### src/rtl/control_pipe.sv
// rtl/control_pipe.sv - decode-to-execute control register with load-use interlock
//
// Decodes the instruction code presented by the decode stage, holds the
// resulting control word in a single EX register and stalls the decode stage
// for one cycle when a source register depends on a load sitting in EX.
//
// Ports:
//   clk, rst_n                       clock, asynchronous active-low reset
//   id_valid / id_ready              decode-stage handshake
//   id_code, id_rd, id_rj, id_rk     decoded code and register addresses
//   id_rj_use, id_rk_use             source operand actually read
//   flush                            drop held and presented instructions
//   ex_valid / ex_ready              execute-stage handshake
//   ex_alu_ctrl, ex_mem_read, ex_mem_write, ex_rf_write,
//   ex_branch, ex_illegal, ex_rd     registered control word
//   perf_stall_cnt                   saturating load-use stall counter
module control_pipe #(
  parameter int CODE_W = 6,
  parameter int ALU_W  = 5,
  parameter int RA_W   = 5,
  parameter int CNT_W  = 16
) (
  input  logic              clk,
  input  logic              rst_n,
  input  logic              id_valid,
  output logic              id_ready,
  input  logic [CODE_W-1:0] id_code,
  input  logic [RA_W-1:0]   id_rd,
  input  logic [RA_W-1:0]   id_rj,
  input  logic [RA_W-1:0]   id_rk,
  input  logic              id_rj_use,
  input  logic              id_rk_use,
  input  logic              flush,
  output logic              ex_valid,
  input  logic              ex_ready,
  output logic [ALU_W-1:0]  ex_alu_ctrl,
  output logic              ex_mem_read,
  output logic              ex_mem_write,
  output logic              ex_rf_write,
  output logic              ex_branch,
  output logic              ex_illegal,
  output logic [RA_W-1:0]   ex_rd,
  output logic [CNT_W-1:0]  perf_stall_cnt
);

  logic             ex_valid_q;
  logic [ALU_W-1:0] ex_alu_q;
  logic             ex_mr_q, ex_mw_q, ex_rf_q, ex_br_q, ex_il_q;
  logic [RA_W-1:0]  ex_rd_q;
  logic [CNT_W-1:0] stall_cnt_q;
  logic [CNT_W-1:0] stall_cnt_d;

  logic [31:0]      code;
  logic [7:0]       alu8;
  logic             dec_mr, dec_mw, dec_rf, dec_br, dec_il;
  logic             advance, hazard, stall_evt;

  assign code = 32'(id_code);

  always_comb begin
    alu8   = 8'h00;
    dec_mr = 1'b0;
    dec_mw = 1'b0;
    dec_rf = 1'b0;
    dec_br = 1'b0;
    dec_il = 1'b0;
    if (code > 32'h27) begin
      dec_il = 1'b1;
    end else begin
      if (code <= 32'h09) begin
        alu8 = code[7:0];
      end else if (code >= 32'h1e && code <= 32'h23) begin
        alu8 = code[7:0] - 8'h08;  // branch group maps 1e..23 onto 16..1b
      end else begin
        case (code[7:0])
          8'h0a: alu8 = 8'h0d;
          8'h0b: alu8 = 8'h0a;
          8'h0c: alu8 = 8'h0e;
          8'h0d: alu8 = 8'h0b;
          8'h0e: alu8 = 8'h0c;
          8'h0f: alu8 = 8'h0f;
          8'h10: alu8 = 8'h10;
          8'h11: alu8 = 8'h13;
          8'h12: alu8 = 8'h11;
          8'h13: alu8 = 8'h14;
          8'h14: alu8 = 8'h12;
          8'h15: alu8 = 8'h15;
          8'h25: alu8 = 8'h1c;
          8'h26: alu8 = 8'h1d;
          default: alu8 = 8'h00;
        endcase
      end
      dec_mr = (code >= 32'h19 && code <= 32'h1d);
      dec_mw = (code >= 32'h16 && code <= 32'h18);
      dec_rf = (code <= 32'h15) || (code >= 32'h19 && code <= 32'h1d) ||
               (code == 32'h25) || (code == 32'h26);
      dec_br = (code >= 32'h1e && code <= 32'h26);
    end
  end

  assign advance = !ex_valid_q || ex_ready;
  // Only a valid load with a non-zero destination can create a load-use stall.
  assign hazard  = ex_valid_q && ex_mr_q && (ex_rd_q != '0) &&
                   ((id_rj_use && (id_rj == ex_rd_q)) ||
                    (id_rk_use && (id_rk == ex_rd_q)));
  // rst_n gating keeps id_ready low while reset is held.
  assign id_ready  = rst_n && advance && !hazard && !flush;
  assign stall_evt = id_valid && hazard && advance && !flush;

  always_comb begin
    stall_cnt_d = stall_cnt_q;
    if (stall_evt && (stall_cnt_q != '1)) begin
      stall_cnt_d = stall_cnt_q + 1'b1;
    end
  end

  always_ff @(posedge clk or negedge rst_n) begin
    if (!rst_n) begin
      ex_valid_q  <= 1'b0;
      ex_alu_q    <= '0;
      ex_mr_q     <= 1'b0;
      ex_mw_q     <= 1'b0;
      ex_rf_q     <= 1'b0;
      ex_br_q     <= 1'b0;
      ex_il_q     <= 1'b0;
      ex_rd_q     <= '0;
      stall_cnt_q <= '0;
    end else begin
      stall_cnt_q <= stall_cnt_d;
      // Flags are left untouched whenever ex_valid drops; consumers qualify.
      if (flush) begin
        ex_valid_q <= 1'b0;
      end else if (!advance) begin
        ex_valid_q <= ex_valid_q;
      end else if (hazard) begin
        ex_valid_q <= 1'b0;
      end else if (id_valid) begin
        ex_valid_q <= 1'b1;
        ex_alu_q   <= ALU_W'(alu8);
        ex_mr_q    <= dec_mr;
        ex_mw_q    <= dec_mw;
        ex_rf_q    <= dec_rf;
        ex_br_q    <= dec_br;
        ex_il_q    <= dec_il;
        ex_rd_q    <= id_rd;
      end else begin
        ex_valid_q <= 1'b0;
      end
    end
  end

  assign ex_valid       = ex_valid_q;
  assign ex_alu_ctrl    = ex_alu_q;
  assign ex_mem_read    = ex_mr_q;
  assign ex_mem_write   = ex_mw_q;
  assign ex_rf_write    = ex_rf_q;
  assign ex_branch      = ex_br_q;
  assign ex_illegal     = ex_il_q;
  assign ex_rd          = ex_rd_q;
  assign perf_stall_cnt = stall_cnt_q;

endmodule

### config.mk
export PLATFORM = sky130hd
export DESIGN_NAME = control_pipe
export DESIGN_NICKNAME = d
export VERILOG_FILES = /design/src/rtl/control_pipe.sv
export SDC_FILE = /design/constraint.sdc
export NUM_CORES = 1
export LEC_CHECK = 0
export CAP_MARGIN = 25
export CORE_ASPECT_RATIO = 0.5
export CORE_MARGIN = 2
export CORE_UTILIZATION = 48
export DETAILED_ROUTE_END_ITERATION = 16
export GPL_ROUTABILITY_DRIVEN = 0
export PLACE_DENSITY_LB_ADDON = 0.3
export SYNTH_ARGS = -nofsm -noshare
export SYNTH_HDL_FRONTEND = slang
export SYNTH_SLANG_ARGS = --single-unit
### constraint.sdc
create_clock -name clk -period 2.7 [get_ports clk]
set_clock_uncertainty 0.1 [all_clocks]
set_input_delay 0.405 -clock clk [delete_from_list [all_inputs] [get_ports clk]]
set_output_delay 0.405 -clock clk [all_outputs]
set_load 0.05 [all_outputs]
==> Word-level counts from Yosys, hierarchy flattened <==
Memory sizes are Yosys's and may differ from the RTL's.
Cells that the tools add are included.
{ "totals": {"regBits": 32, "romBits": 320, "input_bits": 28, "output_inout_bits": 33, "elab_cells": 68, "memories": 1} }
{ "memory_table": {"columns": ["name", "depth", "width", "read_ports", "rd_ports_with_merged_regs", "wr", "line", "text"], "rows": [
  ["(name not given)", 64, 5, 1, 0, 0, "75", "case (code[7:0])"]
]} }
{ "op_classes": {"n_addsub": 2, "n_lt_le_gt_ge": 10, "n_eq_ne": 5, "n_mux": 12, "n_bitwise": 2, "n_reduce_logical": 27} }
{ "ops": {"columns": ["cell", "count"], "rows": [
  [">= comparator 6 x 5 -> 1 bit, second input constant", 3],
  ["less-or-equal comparator 6 x 5 -> 1 bit, second input constant", 3],
  ["adder 16 x 1 -> 16 bit, second input constant", 1],
  ["logical AND 1 bit", 16],
  ["!= test 16 bit, second input constant", 1],
  ["two-way mux 5 bit", 3],
  ["== test 6 bit, second input constant", 2],
  ["less-or-equal comparator 6 bit, second input constant", 2],
  ["== test 5 bit", 2],
  ["two-way mux 1 bit", 9],
  ["> comparator 6 bit, second input constant", 1],
  ["less-or-equal comparator 6 x 4 -> 1 bit, second input constant", 1],
  ["logical OR 1 bit", 5],
  ["nonzero test 5 bit", 1],
  ["subtractor 5 x 4 -> 5 bit, second input constant", 1],
  ["AND reduction 4 bit", 1],
  ["logical NOT 1 bit", 3],
  ["NOT 1 bit", 2],
  ["nonzero test 2 bit", 1]
]} }

==> Depth between registers and ports, before layout <==
{ "logic_depth": {"depth_word": 8, "mapped_depth": 8, "depth_no_buf": 8} }

==> Worst setup path before layout <==
Ideal clock, no wire load.
{ "synth_timing": {"path_type": "reg2out", "from": "register ex_rd_q[1] (netlist: ex_rd[1])", "to": "output id_ready", "arrival_time_ps": 2269, "t_required_ps": 2195, "path_slack_ps": -74, "path_stages_with_launch": 6, "n_path_buf": 1, "cell_sequence": "dfrtp_1 -> or4_1 -> o211ai_2 -> a21oi_4 -> buf_2 -> nor2_1"} }
{ "synth_between": {"elab_chain_len": 7, "elab_cells_between_ends": 11, "classes_between": "eq/ne: 2; reduce/logical: 9"} }
{ "synth_rtl": {"columns": ["element", "line", "text"], "rows": [
  ["from (decl)", "49", "logic [RA_W-1:0] ex_rd_q;"],
  ["from (signal assigned)", "145", "ex_rd_q <= id_rd;"],
  ["== test 5 bit, on equally long branches", "104, 105", null],
  ["logical AND 1 bit, on equally long branches", "104, 105", null],
  ["logical OR 1 bit", "104", "((id_rj_use && (id_rj == ex_rd_q)) ||"],
  ["logical AND 1 bit *", "103", "assign hazard = ex_valid_q && ex_mr_q && (ex_rd_q != '0) &&"],
  ["logical NOT 1 bit *", "107", "assign id_ready = rst_n && advance && !hazard && !flush;"],
  ["logical AND 1 bit * (2 in series)", "107", null],
  ["to (decl)", "26", "output logic id_ready,"]
]} }
Mark *: on every way between the ends. The rest lies on a longest branch, timed or not.

==> Final worst setup path <==
{ "layout_timing": {"from": "input id_rj[3]", "to": "output id_ready"} }
{ "layout_between": {"elab_chain_len": 7} }
{ "layout_rtl": {"columns": ["element", "line", "text"], "rows": [
  ["from (decl)", "29", "input logic [RA_W-1:0] id_rj,"],
  ["== test 5 bit", "104", null],
  ["logical AND 1 bit", "104", null],
  ["logical OR 1 bit", "104", null],
  ["logical AND 1 bit", "103", null],
  ["logical NOT 1 bit", "107", null],
  ["logical AND 1 bit (2 in series)", "107", null]
]} }
Every way passes these cells.

==> impl_metrics.tcl <==
set metrics [dict create \
    power.density_nw_per_um2 491 \
    worstPathRequired_ns 2.19 \
    io_buffers 60 \
    grt_usage_pct 21.7 \
    antenna_found_initial 0 \
    dieArea_sq_um 4980 \
    clk_latency_ns 0.29 \
    status "completed" \
    final_max_slew_viol_count 0 \
    synth_xor_area_share_pct 9.96 \
    synth_ff_type "dfrtp_1" \
    grt_overflow 0 \
    antenna_cells 0 \
    fin_crit_ns 2.53 \
    start_kind "input pin" \
    ys_types 41 \
    htreeDepth 2 \
    num-fill-cells 287 \
    synth_mux_area_share_pct 13.7 \
    netlist_area_sq_um 2110 \
    synth_fp_nets 247 \
    clkPwrFrac_pct 31.1 \
    wire_per_inst_um 14.9 \
    intPower_uw 986 \
    worst-path-buf-inv 2 \
    p_leak_uw 0.00125 \
    fmax_mhz 395 \
    path_delay_family "buffers and inverters" \
    grt_pass1_wl_mm 8.59 \
    core_sq_um 4060 \
    synth_top_family_by_area "simple AND/OR/NAND/NOR gates" \
    crit_fanout 10 \
    tightest_slew_ns 0.515 \
    critPathKind "in -> out" \
    power_uw 1460 \
    hold_viol 0 \
    drtIter0Drc 80 \
    ys_seq_elements 32 \
    holdPathStages 1 \
    seq_area_sq_um 801 \
    drc 0 \
    synth_edf_count 0 \
    vias 1885 \
    dp_hpwl_mm 3.80 \
    yosysSeqAreaShare_pct 37.9 \
    cts.path.max_buffers 2 \
    finalNetCount 322 \
    p_sw_share_pct 32.4 \
    initial_utilization_pct 51.9 \
    grt_max_degree 33 \
    finalCritPeriodShare_pct 93.8 \
    ant_nets 0 \
    yosysTopAreaCell "dfrtp_1" \
    clock_sinks 32 \
    path_cells "clkdlybuf4s50_1, xor2_1, nor4_1, nand3_1, a21oi_4, nor2_2, buf_12" \
    dp.cells 332 \
    max-slew-margin-rel_pct 65.6 \
    grt_setup_unrepaired "no" \
    critPathArrivalTime_ns 2.03 \
    synth_commonest_cells "32 x dfrtp_1, 16 x xnor2_1, 14 x nand2_1" \
    yosysTopAreaCellShare_pct 37.9 \
    synthCells 210 \
    final_core_util_pct 73.1 \
    first_pass_iters 5 \
    synthAdderAreaFrac_pct 5.33 \
    multi_input_area_sq_um 1240 \
    yosys.area_share.simple_pct 17.9 \
    min_path_type "reg -> reg" \
    ys_warn_count 0 \
    p_switching_uw 473 \
    async_flop_share_pct 100 \
    die_width_um 97.8 \
    post_cts_buffers 0 \
    path_depth 7 \
    synthToLayoutAreaGrowth_pct 40.7 \
    yosysMostFrequentCell "dfrtp_1" \
    max_cap_violations 0 \
    cts_inserted_buffers 5 \
    combPwrFrac_pct 30.8 \
    vias_per_cell 5.54 \
    row_count 16 \
    clk_pin_slew_ns 0.07 \
    peakVddDrop_mv 0.264 \
    post_route_cells_drive_above_1_share_pct 16.1 \
    io_pins 61 \
    cts_root_buf "clkbuf_8" \
    finalSetupTns_ns 0 \
    die_h_um 50.9 \
    cp-end-kind "output port" \
    r2r_cells 5 \
    power_frac_seq_pct 38.2 \
    syn_area_per_cell_sq_um 10.1 \
    synth_compound_gate_area_share_pct 11.6 \
    synth_area_leaders "dfrtp_1 38%, mux2_4 7.1%, xnor2_1 6.6%" \
    wl_mm 5.05 \
    setup_violations 0 \
    final_cells 340 \
    grt_pass1_vias 1807 \
    cts_tree "done" \
    cpMaxStageDelayCell "clkdlybuf4s50_1" \
    slowest_delay_ns 0.41 \
    worst_hold_slack_ns 0.403 \
]
## power by group through the flow
stage,Clock [uW],Combinational (uW),Sequential (uW)
floorplan,0,152,682
global placement,0,441,561
CTS,459,452,557
detailed placement,0,450,564
global route,486,477,562
finish,453,449,557
## path summary, 6_finish.rpt
path                              startpoint                end  slack [ns]
max                                 id_rj[3]           id_ready        0.17
min                        perf_stall_cnt[9]  perf_stall_cnt[9]        0.40
max reg2reg                         ex_rd[1]           ex_rd[1]        0.33
min reg2reg                perf_stall_cnt[9]  perf_stall_cnt[9]        0.40
max in group asynchronous              rst_n        ex_mem_read        1.70
min in group asynchronous              rst_n  perf_stall_cnt[6]        0.51
## state kept, by name, indices dropped and copies added (netlist names)
name	cells
ex_alu_ctrl	5
ex_branch	1
ex_illegal	1
ex_mem_read	1
ex_mem_write	1
ex_rd	5
ex_rf_write	1
ex_valid	1
perf_stall_cnt	16
## worst reg2reg max path, cell delays in order, from the launching register on
cell,delay (ns)
dfrtp_1,0.45
or4_1,0.56
o211ai_2,0.20
a21oi_4,0.10
nor2_4,0.44
mux2_2,0.40
## through the flow
stage	instance area, sq um	setup WS [ns]
finish	2970	0.166
floorplan	2110	0.149
detailed placement	2860	0.0598
global route	2970	0.0115
global placement	2860	0.0938
CTS	2970	0.148
## layer usage
| metal | global-route usage (%) | up-vias | part of all wire, % |
|---|---|---|---|
| li1 | - | 907 | - |
| met1 | 26.2 | 901 | 42 |
| met2 | 39.7 | 71 | 52 |
| met3 | 4.79 | 6 | 5.2 |
| met4 | 6.71 | 0 | 0.71 |
| met5 | 0 | - | 0 |
## cell type report
cell class	instances	share of cell area [%]
Clock buffer	5	2.32
Clock inverter	3	1.43
Inverter	6	0.759
Multi-Input combinational cell	164	41.6
Sequential cell	32	27.0
Tap cell	54	2.28
Timing Repair Buffer	76	24.6
## layout by cell type, fill, tap and decap left out, types with 2 or more instances in the layout
cell	netlist	final
nand4_1	10	10
nor2_1	13	12
nand2b_1	3	3
o22a_1	2	2
mux2_2	7	7
inv_1	6	6
mux2i_1	6	6
nand3_1	8	8
xor2_1	8	8
buf_4	3	16
and2_1	4	4
ha_1	9	9
nor3_1	6	6
a31oi_1	4	4
o211ai_1	2	2
clkdlybuf4s50_1	0	59
nand2_1	14	14
nor4_1	2	2
nor2b_1	5	5
and3_1	2	2
clkbuf_8	0	5
o21ai_0	10	10
dfrtp_1	32	32
o31ai_1	2	2
xnor2_1	16	16
mux2_4	10	10
a21oi_1	7	7
or4_1	2	2
## repair_timing
item / in CTS / in global routing
resized for setup: 0 / 0
setup endpoints to repair: 0 / 1
hold endpoints to repair: 0 / 0
hold buffers: 0 / 0
## cells by family after synthesis
logic type	count (synthesis)
compound gates	36
xor+xnor	24
fa+ha+maj	9
buf+inv	14
flops	32
mux	23
simple gates	72
Power figures use the tool's default switching activity.
==> variant 1 (config.mk and constraints unchanged) <==
`ALU_W`: 5 -> 4.
--- a/src/rtl/control_pipe.sv
+++ b/src/rtl/control_pipe.sv
@@ -17,5 +17,5 @@
 module control_pipe #(
   parameter int CODE_W = 6,
-  parameter int ALU_W  = 5,
+  parameter int ALU_W  = 4,
   parameter int RA_W   = 5,
   parameter int CNT_W  = 16
Interface: changed (resized ex_alu_ctrl); port bits go from 61 to 60. The function was not compared with the original's and may differ.
==> variant 1 against the unedited design <==
Combinational power shrank 8.0%. Global-route usage grew 0.64 points. Sequential cell count shrank 1. Die area fell by 7.2%. Sequential share of layout area up 1.3 points. Routed wire length is 5.9% lower. Worst hold slack got worse by 5.4 ps. Synthesized area fell by 7.6%. Via count fell by 10%. Critical path depth up 2. Final area decreased by 7.7%. Setup slack better by 3.8 ps. Total power fell by 11%.
==> variant 1: results (changes against the unedited design) <==
stage	metric	value	unit	change
global_route	antenna violations before repair	0		unchanged
critical_path	largest stage delay on the critical path	530	ps	+120 ps
global_route	Tot GR Track Use	22.3	%	+0.64 points
cells_and_area	Inserted Diodes	0		unchanged
critical_path	Max FO, Critical Path	6		-4
global_route	first-pass GRT wire length	8.03	mm	-6.5%
yosys	post-synthesis mux area share	10.2	%	-3.5 points
global_route	grt met1 use	26.7	%	+0.45 points
route	Post-Route WL	4.75	mm	-5.9%
global_route	routing usage on met3	6.49	%	+1.7 points
route	routed len/inst	15.1	µm	+1.9%
pwr	P_sw	0.426	mW	-10%
clock_network	Root Driver	clkbuf_8		
placed_design	DP HPWL	3.54	mm	-6.9%
yosys	leading cell types by count after synthesis	31 x dfrtp_1, 15 x mux2_2, 15 x xnor2_1, 12 x nand2_1, 11 x xor2_1		
sta	endpoints failing hold	0		unchanged
yosys	Synthesized Nets	226		-8.5%
placed_design	port buffer count	59		-1.7%
pwr	Leak	1.22	nW	-2.8%
yosys	XOR/XNOR Fraction of Synth Area	11.7	%	+1.7 points
yosys	Yosys Warn Count	0		unchanged
critical_path	worst endpoint data arrival time	2590	ps	+560 ps
route	First-pass DRT Iterations	4		-1
global_route	GRT met2 Usage	39.2	%	-0.49 points
clock_network	# Post-CTS Setup Buffers	0		unchanged
route	1st-iter DRT viols	81		+1.3%
placed_design	dpl cells	307		-7.5%
clock_network	worst skew pair latency	280	ps	
yosys	largest cells by area after synthesis	dfrtp_1 40%, mux2_2 8.7%, xnor2_1 6.7%		
cells_and_area	# nets final	295		-8.4%
yosys	Mean Syn Cell Area	10.2	µm²	+1.5%
yosys	async set-reset flop share out of synthesis	100	%	unchanged
yosys	Synth Area in Adders	4.49	%	-0.84 points
yosys	post-synthesis compound-gate area fraction	9.56	%	-2.0 points
sta	Rel. slew slack	57.0	%	-8.6 points
cells_and_area	layout cells sized above 1	16.9	%	+0.84 points
yosys	Netlist cell types	47		+15%
clock_network	clk slew on worst S/H paths	60	ps	
critical_path	Crit-path slowest cell	clkdlybuf4s50_1		
route	via count	1688		-10%
yosys	Seq/Total Area, Yosys	39.8	%	+1.9 points
min_path	hold crit path type	reg -> reg		
global_route	largest net degree at the start of global routing	32		-3.0%
clock_network	post-CTS sizing	0		unchanged
clock_network	H-tree depth	2		unchanged
pwr	VDD IR max	0.000232	V	-12%
critical_path	Crit path max-delay family	compound AO/OA/AOI/OAI gates		
clock_network	total CTS buffers	5		unchanged
clock_network	Longest Clk Path Bufs	2		unchanged
run_status	status	complete, no violations		
cells_and_area	max reg flops	16		unchanged
[variant 1: path summary, 6_finish.rpt]
kind / startpoint / to / slack [ps] / depth (start not counted)
hold / removal: perf_stall_cnt[10]$_DFFE_PN0P_ / perf_stall_cnt[10]$_DFFE_PN0P_ / 400 / 1
setup reg to reg: ex_rd[1]$_DFFE_PN0P_ / ex_mem_read$_DFFE_PN0P_ / 210 / 5
setup / recovery: id_code[0] / ex_alu_ctrl[2]$_DFFE_PN0P_ / 170 / 9
max in group asynchronous: rst_n / ex_mem_write$_DFFE_PN0P_ / 1710 / 2
min in group asynchronous: rst_n / perf_stall_cnt[6]$_DFFE_PN0P_ / 480 / 2
hold reg to reg: perf_stall_cnt[10]$_DFFE_PN0P_ / perf_stall_cnt[10]$_DFFE_PN0P_ / 400 / 1
[variant 1: cell type report]
type / count / area [µm²]
well taps: 54 / 67.6
flip-flops and latches: 31 / 776
inverters: 9 / 33.8
clock inverters: 1 / 5.00
multi-input cells: 141 / 1070
clock buffers: 6 / 82.6
repair buffers: 72 / 711
fillers: 308 / 1160
[variant 1: stage by stage]
stage          setup TNS (ps)  worst slack [ps]  area (µm²)
2_1_floorplan               0               150        1950
3_3_place_gp                0              60.3        2650
3_5_place_dp            -52.4             -52.4        2650
4_1_cts                     0               180        2740
5_1_grt                     0              62.8        2740
6_report                    0               170        2740
[variant 1: power groups by stage]
stage          clock [mW]  sequential (mW)  combinational, mW
5_1_grt             0.391            0.535              0.437
3_5_place_dp            0            0.537              0.412
4_1_cts             0.373            0.530              0.414
2_1_floorplan           0            0.653              0.128
6_report            0.362            0.529              0.413
3_3_place_gp            0            0.537              0.403
[variant 1: metal layers]
metal | routed length, µm | vias up
met5 | 0 | -
met4 | 41 | 0
li1 | - | 808
met3 | 325 | 7
met1 | 1970 | 802
met2 | 2420 | 71
==> variant 2 (same settings) <==
Made on the original files. Register the output `perf_stall_cnt` once more, cleared by the reset; this adds one clock of latency there. The other outputs are not delayed to match.
--- a/src/rtl/control_pipe.sv
+++ b/src/rtl/control_pipe.sv
@@ -158,5 +158,11 @@
   assign ex_illegal     = ex_il_q;
   assign ex_rd          = ex_rd_q;
-  assign perf_stall_cnt = stall_cnt_q;
+  always_ff @(posedge clk or negedge rst_n) begin
+    if (!rst_n) begin
+      perf_stall_cnt <= '0;
+    end else begin
+      perf_stall_cnt <= stall_cnt_q;
+    end
+  end
 
 endmodule
Formal check against the unedited RTL: not equivalent (Yosys sat finds a counterexample within 4 cycles, from zero or initial values and one cycle with rst_n low).
==> variant 2 against the unedited design <==
Routed wire length is 7.8% higher. Global-route usage shrank 2.7 points. Synthesized area up 22%. Synthesized cell count rose by 13%. Via count grew 9.7%. Setup slack better by 77 ps. Count of clock-buffer cells in the layout stayed put. Final area grew 14%. Combinational power up 1%. Total power increased by 21%. First-iteration DRC count is 48% higher. Sequential cell count up 16. Highest routed layer unchanged.
==> variant 2: results (changes against the unedited design) <==
stage	metric	value	unit	change
cells_and_area	Layout clock area frac	3.44	%	-0.31 points
pwr	Sequential Power Share	45.0	%	+6.8 points
pwr	Comb pwr share	25.8	%	-5.0 points
floorplanning	Die W	107	µm	+9.9%
cells_and_area	# nets final	345		+7.1%
cells_and_area	layout cells sized above 1	12.9	%	-3.1 points
placed_design	dpl cells	371		+12%
global_route	first-pass GRT wire length	9.18	mm	+6.8%
cells_and_area	Repair and plain buffers	72		-5.3%
cells_and_area	multi-input combinational cell area	0.00127	mm²	+2.4%
global_route	largest net degree at the start of global routing	49		+48%
yosys	Synthesized Nets	275		+11%
min_path	hold crit path type	in -> async		
global_route	Tot GR Track Use	19.0	%	-2.7 points
cells_and_area	Seq/total area	35.5	%	+8.5 points
critical_path	Worst R2R End	ex_rd[0]$_DFFE_PN0P_		
critical_path	Max FO, Critical Path	5		-5
cells_and_area	Seq. cell area	0.00120	mm²	+50%
pwr	VDD IR max	0.000256	V	-2.9%
cells_and_area	Finished Layout Cells	379		+11%
yosys	Netlist cell types	48		+17%
route	First-pass DRT Iterations	4		-1
yosys	largest cells by area after synthesis	dfrtp_1 47%, mux2_4 5.8%, xnor2_1 5.1%		
critical_path	Crit path max-delay family	simple AND/OR/NAND/NOR gates		
yosys	Seq/Total Area, Yosys	46.8	%	+8.8 points
cells_and_area	signal buffers share of area	20.2	%	-4.4 points
placed_design	Area after DPL	0.00327	mm²	+14%
yosys	post-synthesis cell count	238		+13%
global_route	vias in the first global route	1978		+9.5%
critical_path	Crit-path slowest cell	dfrtp_1		
pwr	Leak	1.51	nW	+20%
route	1st-iter DRT viols	118		+48%
cells_and_area	filler instances	383		+33%
clock_network	clk slew on worst S/H paths	90	ps	+20 ps
placed_design	dpl ws	182	ps	+122 ps
critical_path	reg2reg start	ex_rd[0]$_DFFE_PN0P_		
sta	worst slew pin tran	577	ps	+61.8 ps
route	via count	2067		+9.7%
yosys	leading cell types by count after synthesis	48 x dfrtp_1, 23 x nor2_1, 15 x xnor2_1, 13 x nand2_1		
sta	final worst slack	243	ps	+77.3 ps
critical_path	Setup CP Type	reg -> out		
run_status	status	complete, no violations		
pwr	internal power	1.23	mW	+25%
critical_path	worst endpoint data arrival time	1950	ps	-80 ps
cells_and_area	num sequential	48		+50%
route	routed len/inst	14.4	µm	-3.3%
critical_path	Reg2Reg Setup Slack	290	ps	-40 ps
variant 2: metrics by stage:
stage / hold WS (ps) / total power [mW]
floorplan: 9.41 / 1.09
global placement: 292 / 1.25
detailed placement: 305 / 1.26
CTS: 148 / 1.77
global route: 159 / 1.85
finish: 127 / 1.76
variant 2: cells by family (layout without fill, tap and decap cells):
logic type	count (synthesis)	in the layout	synth area share (%)
and+or+nand+nor	80	80	16.4
muxes	19	19	9.60
DFF	48	48	46.8
AOI/OAI and AO/OA	39	39	10.1
adders and majority gates	9	9	4.39
buffers and inverters	17	88	3.90
xor gates and xnor gates	26	26	8.87
variant 2: layer usage:
metal  part of all wire, %  routed length, µm  track usage [%]  vias up
li1                      -                  -                -      984
met1                    43               2350             24.3      972
met2                    49               2670             32.6       91
met3                   5.5                300             3.98       20
met4                   2.3                123             5.68        0
met5                     0                  0                0        -
